===== src/rtl/dmem_arb_pkg.sv =====
// Shared types and constants for the two-requester data-memory arbiter.
package dmem_arb_pkg;

  typedef logic req_id_t;

  localparam req_id_t ID_CPU = 1'b0;
  localparam req_id_t ID_DBG = 1'b1;

  localparam int unsigned MAX_MEM_LAT = 4;

  typedef enum logic {
    UNLOCKED = 1'b0,
    LOCKED   = 1'b1
  } lock_state_e;

endpackage


===== src/rtl/dmem_arb_rsp_pipe.sv =====
// Read-return tracker: carries {valid, id} of each issued read for MEM_LAT cycles
// and flags which requester owns the data arriving on mem_rdata.
module dmem_arb_rsp_pipe
  import dmem_arb_pkg::*;
#(
  parameter int unsigned MEM_LAT = 1
) (
  input  logic    clk,
  input  logic    rst_n,
  input  logic    issue_vld,
  input  req_id_t issue_id,
  output logic    rvalid0,
  output logic    rvalid1
);

  logic    [MEM_LAT-1:0] vld_q, vld_d;
  req_id_t [MEM_LAT-1:0] id_q,  id_d;

  always_comb begin
    vld_d    = vld_q;
    id_d     = id_q;
    vld_d[0] = issue_vld;
    id_d[0]  = issue_id;
    for (int unsigned i = 1; i < MEM_LAT; i++) begin
      vld_d[i] = vld_q[i-1];
      id_d[i]  = id_q[i-1];
    end
  end

  always_ff @(posedge clk or negedge rst_n) begin
    if (!rst_n) begin
      vld_q <= '0;
      id_q  <= '0;
    end else begin
      vld_q <= vld_d;
      id_q  <= id_d;
    end
  end

  assign rvalid0 = vld_q[MEM_LAT-1] && (id_q[MEM_LAT-1] == ID_CPU);
  assign rvalid1 = vld_q[MEM_LAT-1] && (id_q[MEM_LAT-1] == ID_DBG);

endmodule


===== src/rtl/dmem_arbiter.sv =====
// Round-robin arbiter for the single-port data memory (CPU port 0, debug/DMA port 1).
// Optional bus locking for atomic RMW is enabled with `define DMEM_ARB_LOCK_EN.
module dmem_arbiter
  import dmem_arb_pkg::*;
#(
  parameter int unsigned ADDR_W  = 30,
  parameter int unsigned DATA_W  = 32,
  parameter int unsigned MEM_LAT = 1
) (
  input  logic                clk,
  input  logic                reset,
  input  logic                req0,
  input  logic                req1,
  input  logic                we0,
  input  logic                we1,
  input  logic [ADDR_W-1:0]   addr0,
  input  logic [ADDR_W-1:0]   addr1,
  input  logic [DATA_W-1:0]   wdata0,
  input  logic [DATA_W-1:0]   wdata1,
  input  logic [DATA_W/8-1:0] be0,
  input  logic [DATA_W/8-1:0] be1,
`ifdef DMEM_ARB_LOCK_EN
  input  logic                lock0,
  input  logic                lock1,
`endif
  output logic                gnt0,
  output logic                gnt1,
  output logic                rvalid0,
  output logic                rvalid1,
  output logic [DATA_W-1:0]   rdata,
  output logic                mem_en,
  output logic                mem_we,
  output logic [ADDR_W-1:0]   mem_addr,
  output logic [DATA_W-1:0]   mem_wdata,
  output logic [DATA_W/8-1:0] mem_be,
  input  logic [DATA_W-1:0]   mem_rdata
);

  req_id_t rr_last_q, rr_last_d;

`ifdef DMEM_ARB_LOCK_EN
  lock_state_e lock_q, lock_d;
  req_id_t     owner_q, owner_d;
  logic        hold;
`endif

  // Grant selection; the lock is honoured only while the owner keeps its lock bit high.
  always_comb begin
    gnt0      = 1'b0;
    gnt1      = 1'b0;
    rr_last_d = rr_last_q;
`ifdef DMEM_ARB_LOCK_EN
    hold    = (lock_q == LOCKED) && ((owner_q == ID_CPU) ? lock0 : lock1);
    lock_d  = UNLOCKED;
    owner_d = owner_q;
    if (hold) begin
      gnt0 = req0 && (owner_q == ID_CPU);
      gnt1 = req1 && (owner_q == ID_DBG);
    end else
`endif
    if (req0 && req1) begin
      gnt0 = (rr_last_q == ID_DBG);
      gnt1 = (rr_last_q == ID_CPU);
    end else begin
      gnt0 = req0;
      gnt1 = req1;
    end
    if (!reset) begin
      gnt0 = 1'b0;
      gnt1 = 1'b0;
    end
    if (gnt0) begin
      rr_last_d = ID_CPU;
    end else if (gnt1) begin
      rr_last_d = ID_DBG;
    end
`ifdef DMEM_ARB_LOCK_EN
    if (hold) begin
      lock_d = LOCKED;
    end
    if ((gnt0 && lock0) || (gnt1 && lock1)) begin
      lock_d  = LOCKED;
      owner_d = gnt1 ? ID_DBG : ID_CPU;
    end
`endif
  end

  always_ff @(posedge clk or negedge reset) begin
    if (!reset) begin
      rr_last_q <= ID_DBG;
    end else begin
      rr_last_q <= rr_last_d;
    end
  end

`ifdef DMEM_ARB_LOCK_EN
  always_ff @(posedge clk or negedge reset) begin
    if (!reset) begin
      lock_q  <= UNLOCKED;
      owner_q <= ID_CPU;
    end else begin
      lock_q  <= lock_d;
      owner_q <= owner_d;
    end
  end
`endif

  // Command mux: winner's fields, all zero when idle.
  always_comb begin
    mem_en    = gnt0 | gnt1;
    mem_we    = 1'b0;
    mem_addr  = '0;
    mem_wdata = '0;
    mem_be    = '0;
    if (gnt0) begin
      mem_we    = we0;
      mem_addr  = addr0;
      mem_wdata = wdata0;
      mem_be    = be0;
    end else if (gnt1) begin
      mem_we    = we1;
      mem_addr  = addr1;
      mem_wdata = wdata1;
      mem_be    = be1;
    end
  end

  dmem_arb_rsp_pipe #(
    .MEM_LAT (MEM_LAT)
  ) u_rsp_pipe (
    .clk       (clk),
    .rst_n     (reset),
    .issue_vld (mem_en & ~mem_we),
    .issue_id  (gnt1 ? ID_DBG : ID_CPU),
    .rvalid0   (rvalid0),
    .rvalid1   (rvalid1)
  );

  assign rdata = (rvalid0 | rvalid1) ? mem_rdata : '0;

endmodule


===== config.mk =====
export PLATFORM = sky130hd
export DESIGN_NAME = dmem_arbiter
export DESIGN_NICKNAME = d
export VERILOG_FILES = /design/src/rtl/dmem_arb_pkg.sv /design/src/rtl/dmem_arb_rsp_pipe.sv /design/src/rtl/dmem_arbiter.sv
export SDC_FILE = /design/constraint.sdc
export NUM_CORES = 1
export LEC_CHECK = 0
export CAP_MARGIN = 0
export CORE_AREA = 3 3 105 107
export CTS_CLUSTER_DIAMETER = 80
export CTS_CLUSTER_SIZE = 10
export DETAILED_ROUTE_END_ITERATION = 8
export DIE_AREA = 0 0 108 110
export SYNTH_ARGS = -nofsm -noshare
export SYNTH_HDL_FRONTEND = slang
export SYNTH_SLANG_ARGS = --single-unit
export TNS_END_PERCENT = 1

===== constraint.sdc =====
create_clock -name clk -period 2.32 [get_ports clk]
set_clock_uncertainty 0.2 [all_clocks]
set_input_delay 0.464 -clock clk [delete_from_list [all_inputs] [get_ports clk]]
set_output_delay 0.464 -clock clk [all_outputs]
set_load 0.02 [all_outputs]

# After elaboration in Yosys (flattened, before gate mapping)
# Index checks and enable logic that the tools add are counted.
classes:
  n_reduce_logical: 4
  mux: 16
  bitwise_logic: 6
op_table:
  columns: ["op", "count"]
  rows:
  - ["32-bit 2-to-1 mux", 3]
  - ["30-bit 2-to-1 mux", 2]
  - ["1-bit 2-to-1 mux", 9]
  - ["4-bit 2-to-1 mux", 2]
  - ["1-bit logical AND", 3]
  - ["1-bit inverter", 3]
  - ["1-bit OR", 2]
  - ["2-bit nonzero test", 1]
  - ["1-bit bitwise AND", 1]
totals:
  word_cells: 29
  output_inout_bits: 104
  inputBits: 170
  regBits: 3

# Logic depth before layout (Yosys ltp)
# Gate-level depths: netlist (run 1).
depth:
  depth_word: 7
  ltp_mapped: 5
  depth_no_buf: 2

# Cells and area by module
# From an unflattened synthesis (run 1), not the netlist that was laid out.
unflattened:
  cells_unflattened: 293
  hier_area_um2: 1964.4
modules_own_cells:
  columns: ["mod", "area_each_um2", "cells_per_inst", "n_inst"]
  rows:
  - ["dmem_arbiter", 1898.1, 289, 1]
  - ["dmem_arb_rsp_pipe", 66.3, 4, 1]

# Least setup slack after synthesis (run 1)
# OpenSTA, ideal clock, no wires.
synth_path:
  path_type: "input to output"
  from: "in req1"
  to: "out mem_wdata[0]"
  n_path_buf: 2
  setup_slack_ns: 0.177
  arrival_ns: 1.479
  stages: 4
  required_ns: 1.656
  cell_sequence: "nor2b_1 > buf_6 > buf_2 > o32ai_1"
synth_between:
  elab_chain_cells: 5
  word_cells_on_any_way: 7
  classes_between: "6 x mux; 1 x reduce/logical"
synth_lines:
  columns: ["item", "line_no", "text"]
  rows:
  - ["start, declared", "dmem_arbiter.sv:13", "input logic req1,"]
  - ["1-bit logical AND", "dmem_arbiter.sv:61", "if (req0 && req1) begin"]
  - ["1-bit 2-to-1 mux", "dmem_arbiter.sv:61", null]
  - ["1-bit 2-to-1 mux", "dmem_arbiter.sv:68", "if (!reset) begin"]
  - ["32-bit 2-to-1 mux", "dmem_arbiter.sv:120", "end else if (gnt1) begin"]
  - ["32-bit 2-to-1 mux *", "dmem_arbiter.sv:115", "if (gnt0) begin"]
  - ["end, declared", "dmem_arbiter.sv:34", "output logic [DATA_W-1:0] mem_wdata,"]
# Mark *: on every way between the ends. The rest lies on a longest branch, timed or not.

# Final worst setup path (run 1)
layout_path:
  from: "in mem_rdata[13]"
  to: "out rdata[13]"
layout_between:
  elab_chain_cells: 1
layout_lines:
  columns: ["item", "line_no", "text"]
  rows:
  - ["start, declared", "dmem_arbiter.sv:36", "input logic [DATA_W-1:0] mem_rdata"]
  - ["32-bit 2-to-1 mux", "dmem_arbiter.sv:139", "assign rdata = (rvalid0 | rvalid1) ? mem_rdata : '0;"]
  - ["end, declared", "dmem_arbiter.sv:30", "output logic [DATA_W-1:0] rdata,"]
# Every way passes these cells.

==> metrics, run 1 <==
outcome completed; CTS clk-pin slew, worst paths roughly 30 ps; Yosys cell types 18; setup TNS 0 ps; Power Total 1.26 mW; Ports between 200 and 300; max-slew violation count 0; Crit path top cell by count clkdlybuf4s50_1; CP Capture Type output pin; clock sinks 3; TritonCTS clock tree done; period utilization 99.2%; fin nets about 710; crit path kind primary input to output pin; synth top area cells nand2_1 (27%), o32ai_1 (22%), o32ai_2 (18%); drt drc 0; num rows 37; clk_lat worst skew 210 ps; Rel. slew slack 80.0%; Root Buffer clkbuf_8; crit-path cells clkdlybuf4s50_1 -> and2_1 -> clkdlybuf4s50_1; Placed Area 4740 µm²; multi-input logic area 1540 µm²; dpl hpwl between 8 and 9 mm; fin area roughly 4600 µm²; Largest delay share family, worst path buffers and inverters; filler cell count in the final layout between 1,000 and 1,500; Worst path max stage delay around 600 ps; core area just over 10,000 µm²; Final min period roughly 2300 ps; die height between 100 and 150 µm; DRT iter0 DRCs 194; number of H-tree levels 1; CP Data Arrival Time 1640 ps; hold buffers post-CTS 0; GRT Util Overall 15.3%; Final ANT Viol Nets 0; largest net degree at the start of global routing between 70 and 80; maxcap violations 0; endpoints failing setup 0; Avg Cell Area, Syn 6.36 µm²; Vias roughly 3,100; register area share after synthesis around 4.1%; first-pass GRT wire length approximately 15 mm; Yosys warnings 0; EDFF count, synth 0; Buffers on Ports 273; vias in the first global route ~3,000; post-synthesis async set-or-reset flop share 100%; top_reg_cell synth dfrtp_1; worst hold path class primary input to asynchronous set/reset pin; initial antenna violation count 1; Total Routed Length between 10 and 15 mm; Starting Density between 10% and 20%; Worst EP required roughly 1700 ps; Mapped Cells just under 300; routed vias/inst ~4.6; unrepaired setup endpoints after global routing yes; Worst Path Buf+Inv 2; First-pass DRT Iterations 4; synthesis-to-layout area growth 148%; routed wire length per instance between 10 and 15 µm; crit path max-delay cell type clkdlybuf4s50_1; Worst Tran Pin Value 300 ps; Final Wtd Congestion around 0.73; post-synth top area share approximately 27%; Syn Nets between 400 and 500; share of layout cells above drive strength 1 20.8%; FMAX ~430 MHz; Leak around 2.2 nW; Seq. cell area between 70 and 80 µm²; clk buf depth 2; peak supply drop approximately 0.14 mV; Final Hold Viols 0; worst-path maximum fanout 1; pwr/cell area around 270 nW/µm²; CP Launch Type primary input; Die Area 11,900 µm²; cell area after synthesis around 1900 µm²; Die Wd 108 µm; FF+latch count, synth 3; CTS Buf Count 3; grt ovf 0; largest area contributor in the synthesized netlist nand2_1
[cell usage after synthesis, types with 2 or more instances]
cell type,count
o32ai_2,21
buf_6,8
and2_1,33
buf_4,2
nor2b_1,2
nor2_1,3
clkbuf_1,11
nand2_1,135
buf_2,20
dfrtp_1,2
nand2b_1,2
o32ai_1,47
[power by group]
part	switching, mW	internal, mW
Sequential	0.00598	0.0614
Combinational	0.496	0.546
Clock	0.0329	0.117
[metal layers]
metal / share of wire, % / wire (µm) / global-route usage [%] / vias to the layer above
li1: - / - / - / 1545
met1: 35 / 3580 / 16.9 / 1428
met2: 53 / 5360 / 29.3 / 168
met3: 11 / 1130 / 4.78 / 6
met4: 0.73 / 74 / 2.34 / 0
met5: 0 / 0 / 0 / -
[layout make-up]
class                           count  share of cell area [%]
Multi-Input combinational cell    246                    33.4
Inverter                            2                   0.163
Clock buffer                        4                   0.979
Tap cell                          136                    3.70
Antenna cell                        1                  0.0544
Sequential cell                     3                    1.66
Timing Repair Buffer              287                    60.1
[timing repair]
action,4_1_cts,5_1_grt
endpoints found under the setup margin,72,24
gates resized for setup,329,21
setup buffers,0,0
[stage by stage]
step | worst slack, ps | hold WS (ps) | utilization [%] | std cells
finish | 18.3 | 311 | 45.0 | 679
global route | -2.13 | 348 | 45.0 | 679
CTS | 1.46 | 328 | 44.4 | 678
detailed placement | -618 | 381 | 46.3 | 674
global placement | -593 | 375 | 46.3 | 674
floorplan | 177 | -31.6 | - | 292
[cell families (layout without fill, tap and decap cells)]
kind of cell,Yosys count,in the layout,share of synthesized area [%]
flip-flops,3,3,4.11
other,0,1,0
buffers and inverters,43,293,13.7
AO/OA/AOI/OAI,70,70,41.5
AND/OR/NAND/NOR,176,176,40.7
[worst reg2reg max path: stages, from the launching register on]
cell     delay, ps
dfstp_2        560
a21bo_2        210
buf_12         230
nor2_2          80
buf_4          130
[state kept, by name, summed over array words and instances (netlist names)]
name / flops
rr_last_q: 1
u_rsp_pipe.id_q: 1
u_rsp_pipe.vld_q: 1
[placed cells by master, fill, tap and decap left out, types with 2 or more instances in the layout]
cell	count
o32ai_1	47
buf_12	10
o32ai_2	21
buf_2	46
dlymetal6s2s_1	20
clkdlybuf4s50_1	178
dlygate4sd2_1	5
nor2_1	3
dfrtp_1	2
clkbuf_8	3
nand2b_1	2
nand2_1	135
buf_4	15
and2_1	33
clkdlybuf4s15_2	12
[final timing paths]
kind	startpoint	end	slack, ps	cells after the start
min	reset	u_rsp_pipe.id_q	310	3
max in group asynchronous	reset	rr_last_q	1420	3
min reg2reg	rr_last_q	rr_last_q	380	1
min in group clk	rr_last_q	rr_last_q	380	1
max reg2reg	rr_last_q	u_rsp_pipe.id_q	800	4
max	mem_rdata[13]	rdata[13]	20	3
Note: power is estimated with default switching activity, not from simulation.
==> inputs of run 2 (changes only) <==
--- a/config.mk
+++ b/config.mk
@@ -11,6 +11,7 @@
 export CTS_CLUSTER_SIZE = 10
 export DETAILED_ROUTE_END_ITERATION = 8
 export DIE_AREA = 0 0 108 110
+export SKIP_CTS_REPAIR_TIMING = 1
 export SYNTH_ARGS = -nofsm -noshare
 export SYNTH_HDL_FRONTEND = slang
 export SYNTH_SLANG_ARGS = --single-unit
==> run 2 against run 1 <==
The run now ends with setup timing left; die area did not move; sequential share of layout area barely moved; via count fell by 0.51%; global-route usage rose by 0.13 points; worst setup slack got worse by 160 ps; maximum frequency fell by 6.4%; non-clock buffer count did not move; power rose by 1.5%; register-to-register slack barely moved; cell count did not move; critical path type unchanged; critical endpoint is now mem_addr[5]; highest routed layer unchanged.
==> metrics, run 2 (synthesis gave the netlist of run 1 again) <==
First-pass DRT Iterations 4; Root Buffer clkbuf_8; TritonCTS clock tree done; Total Routed Length between 10 and 15 mm; Worst EP required ~1700 ps; Power Total roughly 1.3 mW; unrepaired setup endpoints after global routing yes; maxcap violations 0; hold_ws approximately 310 ps; Die Area about 12,000 µm²; R2R depth 4; outcome finished, violations left; CP Data Arrival Time between 1500 and 2000 ps; Rel. slew slack 79.9%; Vias roughly 3,100; core area around 10,000 µm²; most frequent cells in the layout clkdlybuf4s50_1 (179), nand2_1 (135), o32ai_1 (42); Final Hold Viols 0; endpoints failing setup 68; Final Wtd Congestion ~0.73; routed wire length per instance 15.0 µm; synthesis-to-layout area growth 150%; FMAX 406 MHz; Largest delay share family, worst path buffers and inverters; Worst Tran Pin Value roughly 300 ps; CP Launch Type primary input; initial antenna violation count 1; share of layout cells above drive strength 1 21.6%; clock sinks 3; num rows 37; Worst Path Buf+Inv 4; Top Registers rr_last_q (1), u_rsp_pipe.id_q (1), u_rsp_pipe.vld_q (1); Final ANT Viol Nets 0; grt ovf 0; routed vias/inst ~4.6; period utilization 106%; drt drc 0; largest net degree at the start of global routing 75; max-slew violation count 0; fin area approximately 4600 µm²; DRT iter0 DRCs around 190; first-pass GRT wire length approximately 15 mm; worst hold path class primary input to asynchronous set/reset pin; number of H-tree levels 1; Worst path max stage delay between 500 and 600 ps; crit path kind primary input to output pin; worst-path maximum fanout 29; most common cell after layout, fill and taps aside clkdlybuf4s50_1; peak supply drop ~0.14 mV; failing checks setup timing; crit-path cells clkdlybuf4s50_1 -> inv_2 -> buf_12 -> o32ai_1 -> buf_2; Final min period between 2000 and 2500 ps; r2r endpoint u_rsp_pipe.id_q; fin nets approximately 710; Ports around 270; GRT Util Overall approximately 15%; Buffers on Ports roughly 270; Leak approximately 2.3 nW; r2r startpoint rr_last_q; Die Wd about 110 µm; pwr/cell area 275 nW/µm²; filler cell count in the final layout 1,038; worst setup margin -140 ps; CTS clk-pin slew, worst paths 30 ps; clk_lat worst skew approximately 210 ps; Placed Area ~4700 µm²; CTS Buf Count 3; crit path max-delay cell type clkdlybuf4s50_1; clk buf depth 2; CP Capture Type output pin; Starting Density a little under a fifth; reg-to-reg slack, setup about 800 ps; die height ~110 µm; vias in the first global route 3,012; dpl hpwl just over 8 mm
run 2: cell count changes in the layout (fill, tap and decap cells not counted), sizes merged:
cell	delta
clkdlybuf4s50	+1
buf	+5
dlygate4sd2	-5
clkbuf	+6
dlymetal6s2s	+5
clkdlybuf4s15	-12
run 2: layer usage:
metal	global-route usage [%]	routed length, µm	vias up
li1	-	-	1548
met3	5.47	1140	10
met5	0	0	-
met2	28.8	5270	162
met1	16.9	3650	1411
met4	3.16	136	0
run 2: worst max path at each step:
stage                    end  startpoint  slack [ps]  cells past startpoint
3_5_place_dp   mem_wdata[12]        req1        -620                      5
6_report         mem_addr[5]        req0        -140                      5
3_3_place_gp   mem_wdata[25]        req1        -590                      5
5_1_grt        mem_wdata[26]        req0        -200                      5
4_1_cts        mem_wdata[12]        req1        -610                      5
2_1_floorplan   mem_wdata[0]        req1         180                      4
run 2: cell type report:
| type | count | area, µm² | area share [%] |
|---|---|---|---|
| antenna | 1 | 2.50 | 0.0539 |
| sequential | 3 | 76.3 | 1.64 |
| timing repair buffer | 287 | 2770 | 59.6 |
| tap | 136 | 170 | 3.66 |
| clock buffer | 4 | 45.0 | 0.970 |
| inverter | 2 | 7.51 | 0.162 |
| multi-input combinational | 246 | 1570 | 33.9 |
run 2: power breakdown:
group | switching (mW) | internal, mW | total (mW) | leakage [nW]
registers | 0.00613 | 0.0614 | 0.0676 | 0.0368
logic | 0.502 | 0.558 | 1.06 | 2.20
clock network | 0.0331 | 0.117 | 0.150 | 0.0228
total | 0.542 | 0.736 | 1.28 | 2.26
run 2: metrics by stage:
stage          std cells  setup WS (ps)  util [%]  TNS (ps)
6_report             679           -140      45.4     -5000
5_1_grt              679           -197      45.4     -9460
4_1_cts              678           -611      46.7    -39080
3_5_place_dp         674           -618      46.3    -38850
3_3_place_gp         674           -593      46.3    -37550
2_1_floorplan        292            177         -         0
run 2: worst register-to-register path: stages, from the launching register on:
cell	delay, ps
dfstp_2	560
a21bo_2	210
buf_12	240
nor2_2	70
buf_4	130
